<file path="src/rtl/half_adder_1bit.sv">
// -----------------------------------------------------------------------------
// half_adder_1bit
//
// Registered 1-bit half adder with a saturating carry-event counter.
// A qualified sample (in_valid = 1) produces {output_carry, output_sum} = a + b
// one cycle later, flagged by a single-cycle out_valid pulse. Every accepted
// 1+1 operation increments carry_count, which stops at all-ones.
//
// Ports
//   Clk             in   rising-edge clock
//   Rst_n           in   synchronous active-low reset
//   input_a         in   operand A
//   input_b         in   operand B
//   in_valid        in   qualifies input_a / input_b this cycle
//   cnt_clear       in   synchronous clear of carry_count (wins over a carry)
//   output_carry    out  registered a AND b
//   output_sum      out  registered a XOR b
//   out_valid       out  one-cycle strobe for a new result
//   carry_count     out  saturating count of accepted carry events [CNT_W]
//   carry_count_sat out  high while carry_count is all-ones
// -----------------------------------------------------------------------------
module half_adder_1bit #(
    parameter int unsigned CNT_W = 8
) (
    input  logic             Clk,
    input  logic             Rst_n,
    input  logic             input_a,
    input  logic             input_b,
    input  logic             in_valid,
    input  logic             cnt_clear,
    output logic             output_carry,
    output logic             output_sum,
    output logic             out_valid,
    output logic [CNT_W-1:0] carry_count,
    output logic             carry_count_sat
);

    logic             carry_event;
    logic             cnt_at_max;
    logic [CNT_W-1:0] cnt_next;

    // in_valid gates the operands first so unknown operands on idle cycles
    // cannot reach the counter.
    always_comb begin
        carry_event = 1'b0;
        cnt_at_max  = (carry_count == '1);
        cnt_next    = carry_count;
        if (in_valid) begin
            carry_event = input_a & input_b;
        end
        if (cnt_clear) begin
            cnt_next = '0;
        end else if (carry_event && !cnt_at_max) begin
            cnt_next = carry_count + CNT_W'(1);
        end
    end

    always_ff @(posedge Clk) begin
        if (!Rst_n) begin
            output_carry    <= 1'b0;
            output_sum      <= 1'b0;
            out_valid       <= 1'b0;
            carry_count     <= '0;
            carry_count_sat <= 1'b0;
        end else begin
            out_valid <= in_valid;
            if (in_valid) begin
                output_carry <= input_a & input_b;
                output_sum   <= input_a ^ input_b;
            end
            carry_count     <= cnt_next;
            // Compare on the next value so the flag rises with the count.
            carry_count_sat <= (cnt_next == '1);
        end
    end

endmodule

</file>
<file path="config.mk">
export PLATFORM = sky130hd
export DESIGN_NAME = half_adder_1bit
export DESIGN_NICKNAME = d
export VERILOG_FILES = /design/src/rtl/half_adder_1bit.sv
export SDC_FILE = /design/constraint.sdc
export NUM_CORES = 1
export LEC_CHECK = 0
export ABC_AREA = 1
export CAP_MARGIN = 20
export CELL_PAD_IN_SITES_DETAIL_PLACEMENT = 0
export CELL_PAD_IN_SITES_GLOBAL_PLACEMENT = 1
export CORE_MARGIN = 2
export CORE_UTILIZATION = 28
export CTS_CLUSTER_SIZE = 40
export DETAILED_ROUTE_END_ITERATION = 8
export GPL_TIMING_DRIVEN = 0
export PLACE_DENSITY_LB_ADDON = 0.1
export SYNTH_ARGS = -nofsm -noshare
export SYNTH_HDL_FRONTEND = slang
export SYNTH_SLANG_ARGS = --single-unit
</file>
<file path="constraint.sdc">
create_clock -name Clk -period 1.2 [get_ports Clk]
set_input_delay 0.12 -clock Clk [delete_from_list [all_inputs] [get_ports Clk]]
set_output_delay 0.12 -clock Clk [all_outputs]
set_load 0.005 [all_outputs]
</file>
==> results of run 1 <==
-- stage by stage --
step	power [µW]	TNS, ps
2_1_floorplan	445.8	-95.15
3_3_place_gp	488.2	-3033
3_5_place_dp	487.8	-3004
4_1_cts	755.7	-414.5
5_1_grt	791.8	-1278
6_report	744.5	-471.2
-- worst max-delay path by stage --
stage                            endpoint  slack, ps  depth (start not counted)
after global routing      carry_count_sat       -330                         10
after detailed placement  carry_count_sat       -590                         10
after global placement    carry_count_sat       -610                         10
final                     carry_count_sat       -220                         10
after CTS                 carry_count_sat       -240                         10
after floorplan           carry_count_sat       -100                         10
-- sequential cells by signal (all words and copies together) (netlist names) --
signal           count
carry_count          8
carry_count_sat      1
out_valid            1
output_carry         1
output_sum           1
-- metal layers --
metal,GRT usage [%],vias up,share of wire (%)
li1,-,381,-
met1,20.04,324,50
met2,23.54,7,47
met3,3.429,2,2.0
met4,6.410,0,0.98
met5,0,-,0
-- power by group through the flow --
| stage | combinational (µW) | clock, µW | sequential [µW] |
|---|---|---|---|
| floorplan | 29.5 | 0 | 416 |
| global placement | 72.8 | 0 | 415 |
| detailed placement | 72.1 | 0 | 416 |
| CTS | 73.0 | 282 | 401 |
| global route | 87.9 | 302 | 402 |
| finish | 78.5 | 266 | 400 |
-- what timing repair did --
action                                  CTS  global route
gates cloned                              1             0
pin swaps                                 6            13
gates resized for setup                  29            13
setup buffers                             9             1
endpoints found under the setup margin   21             9
-- placed cells by master (no fill, tap or decap) --
cell	synthesis	layout
sky130_fd_sc_hd__inv_2	0	1
sky130_fd_sc_hd__clkbuf_1	0	1
sky130_fd_sc_hd__inv_1	17	16
sky130_fd_sc_hd__clkbuf_4	0	3
sky130_fd_sc_hd__nor3_2	0	2
sky130_fd_sc_hd__nand3_1	14	13
sky130_fd_sc_hd__a21oi_1	4	2
sky130_fd_sc_hd__ha_1	2	1
sky130_fd_sc_hd__nor2_4	1	5
sky130_fd_sc_hd__ha_4	0	1
sky130_fd_sc_hd__nor2_1	19	14
sky130_fd_sc_hd__nand2_2	2	5
sky130_fd_sc_hd__clkdlybuf4s50_1	0	5
sky130_fd_sc_hd__o21ai_0	1	1
sky130_fd_sc_hd__nand3_2	2	3
sky130_fd_sc_hd__dfxtp_4	0	4
sky130_fd_sc_hd__nand2_4	0	1
sky130_fd_sc_hd__a21oi_2	1	3
sky130_fd_sc_hd__nor2_2	1	2
sky130_fd_sc_hd__nand2_1	21	17
sky130_fd_sc_hd__dfxtp_2	0	4
sky130_fd_sc_hd__dfxtp_1	12	4
sky130_fd_sc_hd__dlygate4sd2_1	0	12
sky130_fd_sc_hd__buf_4	0	11
sky130_fd_sc_hd__buf_6	1	1
sky130_fd_sc_hd__nor3_1	3	1
-- worst register-to-register path, delay by kind of cell, from the launching register on --
family          cells  cell delay (ps)
simple gates        7              570
flops               1              370
fa+ha+maj           1              150
compound gates      1              140
buf+inv             1              130
-- cell families (layout without fill, tap and decap cells) --
family,Yosys count,count (layout)
AOI/OAI and AO/OA,6,6
adders and majority gates,2,2
buffers and inverters,18,50
DFF,12,12
and+or+nand+nor,63,63
-- cell type report --
class	instances	area, µm²	area share, %
Buffer	1	11.26	1.061
Clock buffer	4	26.28	2.476
Inverter	17	63.81	6.014
Multi-Input combinational cell	71	426.7	40.21
Sequential cell	12	260.3	24.53
Tap cell	28	35.03	3.302
Timing Repair Buffer	28	237.7	22.41
==> flow_summary.yaml, run 1 <==
logic_synthesis:
  ys_async_sr_fraction_pct: 0
  synth-xor-area-share_pct: 0
  synth_simple_gate_area_share_pct: 43.26
  largest_family_of_logic_cells_by_synthesized_area: "simple AND/OR/NAND/NOR gates"
  yosys_warnings: 0
  synth_area_per_cell_um2: 6.529
  synth_sequential_area_ratio_pct: 36.43
  synth_compound_area_share_pct: 5.123
  synthTopCellsByCount: "sky130_fd_sc_hd__nand2_1 (21), sky130_fd_sc_hd__nor2_1 (19), sky130_fd_sc_hd__inv_1 (17), sky130_fd_sc_hd__nand3_1 (14), sky130_fd_sc_hd__dfxtp_1 (12)"
  synth.cell_area_um2: 659.4
  yosys.area.top_type_share_pct: 36.43
  synth_top_cells_by_area: "sky130_fd_sc_hd__dfxtp_1 (36%), sky130_fd_sc_hd__nand2_1 (12%), sky130_fd_sc_hd__nor2_1 (11%)"
  post-synth-top-count-cell: "sky130_fd_sc_hd__nand2_1"
  synth_cell_type_count: 15
  syn_nets: 109
  ys_seq_elements: 12
  synth_largest_area_cell: "sky130_fd_sc_hd__dfxtp_1"
  synth-edff-count: 0
  synth_fa_ha_area_share_pct: 3.795
  gate_count_post_synth: 101
  synthFlopType: "sky130_fd_sc_hd__dfxtp_1"
  post_synth_mux_area_share_pct: 0
grt:
  pin_count_of_the_biggest_net_entering_global_routing: 9
  first_pass_grt_wire_length_um: 3029
  grt.overflow.total: 0
  grt_util_all_layers_pct: 15.16
  grt_antenna_before_repair: 0
  vias_in_the_first_global_route: 734
placement:
  placedInstanceArea_um2: 884.6
  hpwl_dp_um: 1232
  place_worst_setup_slack_ps: -593.5
  io_buffer_count: 17
  place_inst: 146
  gp_congestion: 0.8036
clock_tree:
  cts.clk_slew.worst_paths_ps: 80
  postCtsHoldBufs: 0
  cts_tree: "built"
  cts_root_buffer: "sky130_fd_sc_hd__clkbuf_4"
  cts-root-to-sink-buffers: 2
  clock_sinks: 12
  numCtsBuffers: 3
  htree_num_levels: 1
  clk-insertion-delay-late_ps: 270
sta:
  fmax_ghz: 0.7021
  timing_hold_violations_final: 0
  grt_setup_unrepaired: "yes"
  max_slew.worst_pin.slew_ps: 305.2
  finalWorstPathRequiredPeriod_ps: 1424
  drv_slew: 0
  holdWs_ps: 458.9
  finalSetupViolations: 7
  maxSlewHeadroom_pct: 79.63
  finClkSkew_ps: 2.834
  setup_ws_ps: -224.3
  layout_worst_path_cycle_share_pct: 118.7
power:
  internal_power_uw: 562.6
  vdd_drop_max_v: 0.0004047
  cellLeakagePower_uw: 0.0005172
  power_frac_comb_pct: 10.5
  total_power_per_unit_cell_area_nw_per_um2: 701.7
  clockPowerShare_pct: 35.7
  power.switching_fraction_pct: 24.43
  power.switching_uw: 181.9
  sequential_power_share_pct: 53.8
route:
  wire_per_inst_um: 10.73
  routed_via_density: 4.435
  total_routed_length_um: 1727
  routed_antenna_nets: 0
  drt_iter0_markers: 16
  drc: 0
  vias: 714
  first_pass_iters: 4
worst_setup_path:
  critPathMostFrequentCell: "sky130_fd_sc_hd__nand2_2"
  crit_end_element: "register"
  critPathLaunch: "carry_count[0]"
  critical_path.max_fanout: 5
  worstPathBufferInverterCount: 1
  slowest_stage_delay_cp_ps: 370
  critPathKind: "reg -> reg"
  r2r-end: "carry_count_sat"
  cpMaxStageDelayCell: "sky130_fd_sc_hd__dfxtp_4"
  reg2reg_from: "carry_count[0]"
  worst_r2r_path_depth: 10
  crit_required_ps: 1410
  setup.worst_path.start_class: "register"
  reg2reg_setup_slack_ps: -220
  path_delay_family: "simple AND/OR/NAND/NOR gates"
  critPathArrivalTime_ps: 1640
  cp_cell_sequence: "ha_4 > nand2_4 > nor2_4 > nand2_2 > buf_6 > a21oi_2 > nand2_2 > nor2_2 > nand3_1 > nor2_1"
finish:
  final_design_area_no_fill_um2: 1061
  utilization_pct: 47.96
  fillCellCount: 256
  syn2layout_area_growth_pct: 60.91
  finalNetCount: 142
  post_layout_nonfiller_instances: 161
  layout-drive-gt1-share_pct: 34.59
  antenna-diode-count: 0
outcome:
  violations: "setup timing"
  outcome: "finished with violations"
die:
  floorplan.rows: 17
  design.core.area_um2: 2212
  dieWidth_um: 52.53
  design.die.area_um2: 2759
  ioPinCount: 18
  initial_utilization_pct: 29.81
  die-height_um: 52.53
run:
  max_cap_viol_count: 0
hold_path:
  worst_hold_startpoint: "output_carry"
  min_delay_path_depth: 2
  holdPathEnd: "output_carry"
  hp-class: "reg -> reg"
Power figures use the tool's default switching activity.
==> inputs of run 2 (changes only) <==
--- a/config.mk
+++ b/config.mk
@@ -13,8 +13,9 @@
 export CORE_UTILIZATION = 28
 export CTS_CLUSTER_SIZE = 40
 export DETAILED_ROUTE_END_ITERATION = 8
-export GPL_TIMING_DRIVEN = 0
+export HOLD_SLACK_MARGIN = 0.05
 export PLACE_DENSITY_LB_ADDON = 0.1
+export RECOVER_POWER = 50
 export SYNTH_ARGS = -nofsm -noshare
 export SYNTH_HDL_FRONTEND = slang
 export SYNTH_SLANG_ARGS = --single-unit
==> run 2 against run 1 <==
Effect of this change: die area stayed put; clock-buffer cell count down 1; sequential cell count did not move; wire length rose by 17%; design area grew 11%; combinational power rose by 17%; fmax rose by 0.89%; the run still ends with setup timing left; sequential share of layout area decreased by 2.7 points; core utilization up 5.4 points.
==> flow_summary.yaml, run 2 (synthesized netlist as in run 1, its figures left out) <==
clock_tree:
  cts.clk_slew.worst_paths_ps: 80
  cts_root_buffer: "sky130_fd_sc_hd__clkbuf_4"
  cts-root-to-sink-buffers: 2
  cts_tree: "built"
  numCtsBuffers: 3
  htree_num_levels: 1
  postCtsHoldBufs: 0
  clock_sinks: 12
  clk-insertion-delay-late_ps: 280
grt:
  grt.overflow.total: 0
  vias_in_the_first_global_route: 726
  pin_count_of_the_biggest_net_entering_global_routing: 9
  grt_util_all_layers_pct: 16.30
  first_pass_grt_wire_length_um: 3160
  grt_antenna_before_repair: 0
worst_setup_path:
  slowest_stage_delay_cp_ps: 370
  crit_required_ps: 1420
  critPathKind: "reg -> reg"
  critical_path.max_fanout: 6
  cp_cell_sequence: "ha_4 > nand2_4 > nor2_4 > nand2_4 > a21oi_4 > nand2_2 > nor2_2 > nand3_1 > nor2_1"
  reg2reg_from: "carry_count[1]"
  crit_end_element: "register"
  critPathArrivalTime_ps: 1640
  worst_r2r_path_depth: 9
  worstPathBufferInverterCount: 0
  reg2reg_setup_slack_ps: -210
  path_delay_family: "simple AND/OR/NAND/NOR gates"
  cpMaxStageDelayCell: "sky130_fd_sc_hd__dfxtp_4"
  setup.worst_path.start_class: "register"
  r2r-end: "carry_count_sat"
  critPathMostFrequentCell: "sky130_fd_sc_hd__nand2_4"
finish:
  layout-drive-gt1-share_pct: 43.15
  regArea_um2: 257.7
  multi_input_comb_area_um2: 454.2
  finalNetCount: 155
  layout.cells.most_common_list: "sky130_fd_sc_hd__buf_4 (23), sky130_fd_sc_hd__inv_1 (17), sky130_fd_sc_hd__nand2_1 (16)"
  mostFrequentLayoutCell: "sky130_fd_sc_hd__buf_4"
  utilization_pct: 53.34
  final_design_area_no_fill_um2: 1180
  flip_flop_count_of_the_largest_register_all_copies_and_words_added: 8
  syn2layout_area_growth_pct: 78.94
  max_flop_register: "carry_count"
  fillCellCount: 238
  antenna-diode-count: 0
hold_path:
  worst_hold_startpoint: "output_carry"
  min_delay_path_depth: 2
  holdPathEnd: "output_carry"
  hp-class: "reg -> reg"
die:
  ioPinCount: 18
  initial_utilization_pct: 29.81
  die-height_um: 52.53
  design.die.area_um2: 2759
  floorplan.rows: 17
  design.core.area_um2: 2212
  dieWidth_um: 52.53
sta:
  maxSlewHeadroom_pct: 77.34
  fmax_ghz: 0.7084
  timing.setup.tns_ps: -855.5
  setup_ws_ps: -211.7
  max_slew.worst_pin.slew_ps: 339.6
  holdWs_ps: 465.1
  timing_hold_violations_final: 0
  drv_slew: 0
  finalSetupViolations: 9
  finClkSkew_ps: 1.746
  finalWorstPathRequiredPeriod_ps: 1412
  layout_worst_path_cycle_share_pct: 117.6
  grt_setup_unrepaired: "yes"
outcome:
  outcome: "finished with violations"
  violations: "setup timing"
power:
  total_power_per_unit_cell_area_nw_per_um2: 647.4
  vdd_drop_max_v: 0.0005744
  cellLeakagePower_uw: 0.0006199
placement:
  hpwl_dp_um: 1426
  io_buffer_count: 17
  gp_congestion: 0.8464
  placedInstanceArea_um2: 1039
  place_worst_setup_slack_ps: -495.1
run:
  max_cap_viol_count: 0
route:
  drc: 0
  wire_per_inst_um: 11.56
  drt_iter0_markers: 10
  routed_via_density: 4.471
  first_pass_iters: 4
  total_routed_length_um: 2012
  routed_antenna_nets: 0
  vias: 778
-- run 2: changes by cell type in the layout (fill, tap and decap cells not counted), sizes merged --
cell,change
buf,+13
clkbuf,-1
clkinv,+1
dlygate4sd2,-3
dlymetal6s2s,+2
nand2,+1
-- run 2: what timing repair did --
| item | in CTS | in global routing |
|---|---|---|
| endpoints found under the hold margin | 0 | 0 |
| pin swaps | 8 | 13 |
| buffers inserted | 1 | 1 |
| gates cloned | 1 | 0 |
| setup endpoints to repair | 21 | 11 |
| resized for setup | 31 | 18 |
-- run 2: routing by layer --
metal  track usage [%]  routed length [µm]  up-vias
met1             21.62                 960      359
met4             8.974                  44        0
met3             2.571                  46        5
met5                 0                   0        -
li1                  -                   -      404
met2             25.00                 960       10
-- run 2: how the worst max path moves through the flow --
stage / end / depth (start not counted) / start
floorplan: carry_count_sat / 10 / carry_count[1]
global placement: carry_count_sat / 10 / input_a
detailed placement: carry_count_sat / 10 / input_a
CTS: carry_count_sat / 9 / carry_count[0]
global route: carry_count_sat / 9 / carry_count[1]
finish: carry_count_sat / 9 / carry_count[1]
-- run 2: cell type report --
type / instances / share of cell area (%)
clock buffers: 3 / 1.909
multi-input cells: 72 / 38.49
repair buffers: 41 / 29.06
clock inverters: 1 / 0.3181
inverters: 17 / 5.408
flip-flops and latches: 12 / 21.85
well taps: 28 / 2.969
-- run 2: metrics by stage --
stage,cells,power (µW)
after detailed placement,167,504.7
after floorplan,101,445.8
final,174,763.9
after global placement,167,503.7
after CTS,173,770.8
after global routing,174,806.0
-- run 2: power breakdown --
group	switching, µW	total [µW]	internal [µW]
Clock	149	269	121
Combinational	43.4	92.1	48.7
Sequential	3.40	403	399
-- run 2: worst register-to-register path, delay by kind of cell (launching register included) --
family          cells  cell delay [ps]
compound gates      1              140
flops               1              370
fa+ha+maj           1              160
simple gates        7              680
==> patch: new RTL, flow settings as in run 1 <==
Change the parameter `CNT_W` from 8 to 10.
--- a/src/rtl/half_adder_1bit.sv
+++ b/src/rtl/half_adder_1bit.sv
@@ -20,7 +20,7 @@
 //   carry_count_sat out  high while carry_count is all-ones
 // -----------------------------------------------------------------------------
 module half_adder_1bit #(
-    parameter int unsigned CNT_W = 8
+    parameter int unsigned CNT_W = 10
 ) (
     input  logic             Clk,
     input  logic             Rst_n,
Ports: changed (resized carry_count); port bits go from 18 to 20. No check against the original RTL was run, so the function may have changed too.
==> patch against run 1 <==
The run still ends with setup timing left; setup slack gained 0.025 ns; cell area grew 19%; global-route usage grew 0.69 points; power grew 9.4%; sequential cell count grew 2; routed wire length grew 30%; critical path depth grew 1; clock skew grew 0.0024 ns; synthesized area grew 22%; first-iteration DRC count grew 50%; critical endpoint unchanged.
==> patch: results (changes against run 1) <==
.. list-table::
   :header-rows: 1

   * - Metric
     - Value
   * - Violated checks
     - setup timing (unchanged)
   * - Fraction of final layout cells with drive strength greater than 1
     - 37.8% (was 34.6%)
   * - Max rail drop VDD
     - 0.419 mV (was 0.405 mV)
   * - Global-route track usage on met1
     - 21.2% (was 20.0%)
   * - DP Area
     - 0.00107 mm2 (was 885 um2)
   * - Leak Pwr
     - 0.580 nW (was 0.517 nW)
   * - Insertion delay of the later-clocked pin in the worst-skew pair
     - ~0.28 ns
   * - Number of unique standard cell types used by synthesis
     - 19 (was 15)
   * - Area share of xor/xnor cells in the synthesized design
     - 1.09% (was 0%)
   * - Clk tree area frac
     - 1.78% (was 2.48%)
   * - Placer Congestion
     - 0.692 (was 0.804)
   * - Min Hold Slack
     - 0.443 ns (was 0.459 ns)
   * - Wire length the detailed router placed on met1
     - 1.11 mm (was 871 um)
   * - Total nets after synthesis
     - 130 (was 109)
   * - Global routing met3 resource utilization
     - 2.68% (was 3.43%)
   * - Dpl ws
     - -0.550 ns (was -0.594 ns)
   * - Global Route met2 Usage
     - 24.7% (was 23.5%)
   * - Routed length on met3
     - 44 um (was 34 um)
   * - Seq/Total Area, Yosys
     - 34.8% (was 36.4%)
   * - Synthesized area per cell
     - 6.60 um2 (was 6.53 um2)
   * - Worst-case setup margin in the final layout
     - -0.199 ns (was -0.224 ns)
   * - Endpoint with the worst hold slack
     - out_valid (was output_carry)
   * - HP Class
     - primary input to register (was register to register)
   * - Multi-Input Combinational
     - 88 (was 71)
   * - Setup TNS
     - -0.689 ns (was -0.471 ns)
   * - Largest net degree at the start of global routing
     - 10 (was 9)
   * - Cell types occupying the most area after synthesis
     - sky130_fd_sc_hd__dfxtp_1 (35%), sky130_fd_sc_hd__nand3_1 (12%), sky130_fd_sc_hd__nor2_1 (11%) (was sky130_fd_sc_hd__dfxtp_1 (36%), sky130_fd_sc_hd__nand2_1 (12%), sky130_fd_sc_hd__nor2_1 (11%))
   * - DRT Wirelength
     - 2.25 mm (was 1.73 mm)
   * - Fin Clk Skew
     - 0.00523 ns (was 0.00283 ns)
   * - Compound-gate portion of the synthesized area
     - 1.24% (was 5.12%)
   * - Final number of setup-violating endpoints
     - 8 (was 7)
   * - Multi-input combinational cell area
     - 547 um2 (was 427 um2)
   * - Count of buffers from port buffering
     - 19 (was 17)
   * - Non-clock inverters
     - 21 (was 17)
   * - Worst min-delay path startpoint
     - Rst_n (was output_carry)
   * - Seq_cells
     - 14 (was 12)
   * - NonClk Buf Share
     - 20.9% (was 23.5%)
   * - Met2 WL post-DR
     - 1.08 mm (was 804 um)
   * - Post-Route Utilization
     - 46.3% (was 48.0%)
   * - Fraction of the mapped netlist area in adder cells
     - 3.11% (was 3.80%)
   * - Filler cells
     - 289 (was 256)
   * - Worst-margin pin slew
     - 0.336 ns (was 0.305 ns)
   * - Result of the run
     - finished with violations (unchanged)
   * - Average vias per placed instance
     - 4.57 (was 4.43)
   * - Flip-flop count of the largest register, all copies and words added
     - 10 (was 8)
   * - Count of plain and timing-repair buffers in the layout
     - 30 (was 29)
   * - Number of global-route vias before repair
     - 861 (was 734)
[patch: cell count changes in the layout (fill, tap and decap cells not counted), moves of 2 or more]
cell                                    run 1  this run
sky130_fd_sc_hd__inv_2                      1         3
sky130_fd_sc_hd__nand2_1                   17        20
sky130_fd_sc_hd__nor3_2                     2         0
sky130_fd_sc_hd__nor2_2                     2         5
sky130_fd_sc_hd__nand4_1                    0         4
sky130_fd_sc_hd__nand3_1                   13        10
sky130_fd_sc_hd__dfxtp_4                    4         7
sky130_fd_sc_hd__a21oi_2                    3         0
sky130_fd_sc_hd__nor2_1                    14        19
sky130_fd_sc_hd__dlymetal6s2s_1             0         2
sky130_fd_sc_hd__nand3_2                    3        11
[patch: where the power goes]
group / switching, mW / internal [mW]
Combinational: 0.0455 / 0.0378
Sequential: 0.00406 / 0.457
Clock: 0.154 / 0.116
Total: 0.204 / 0.611
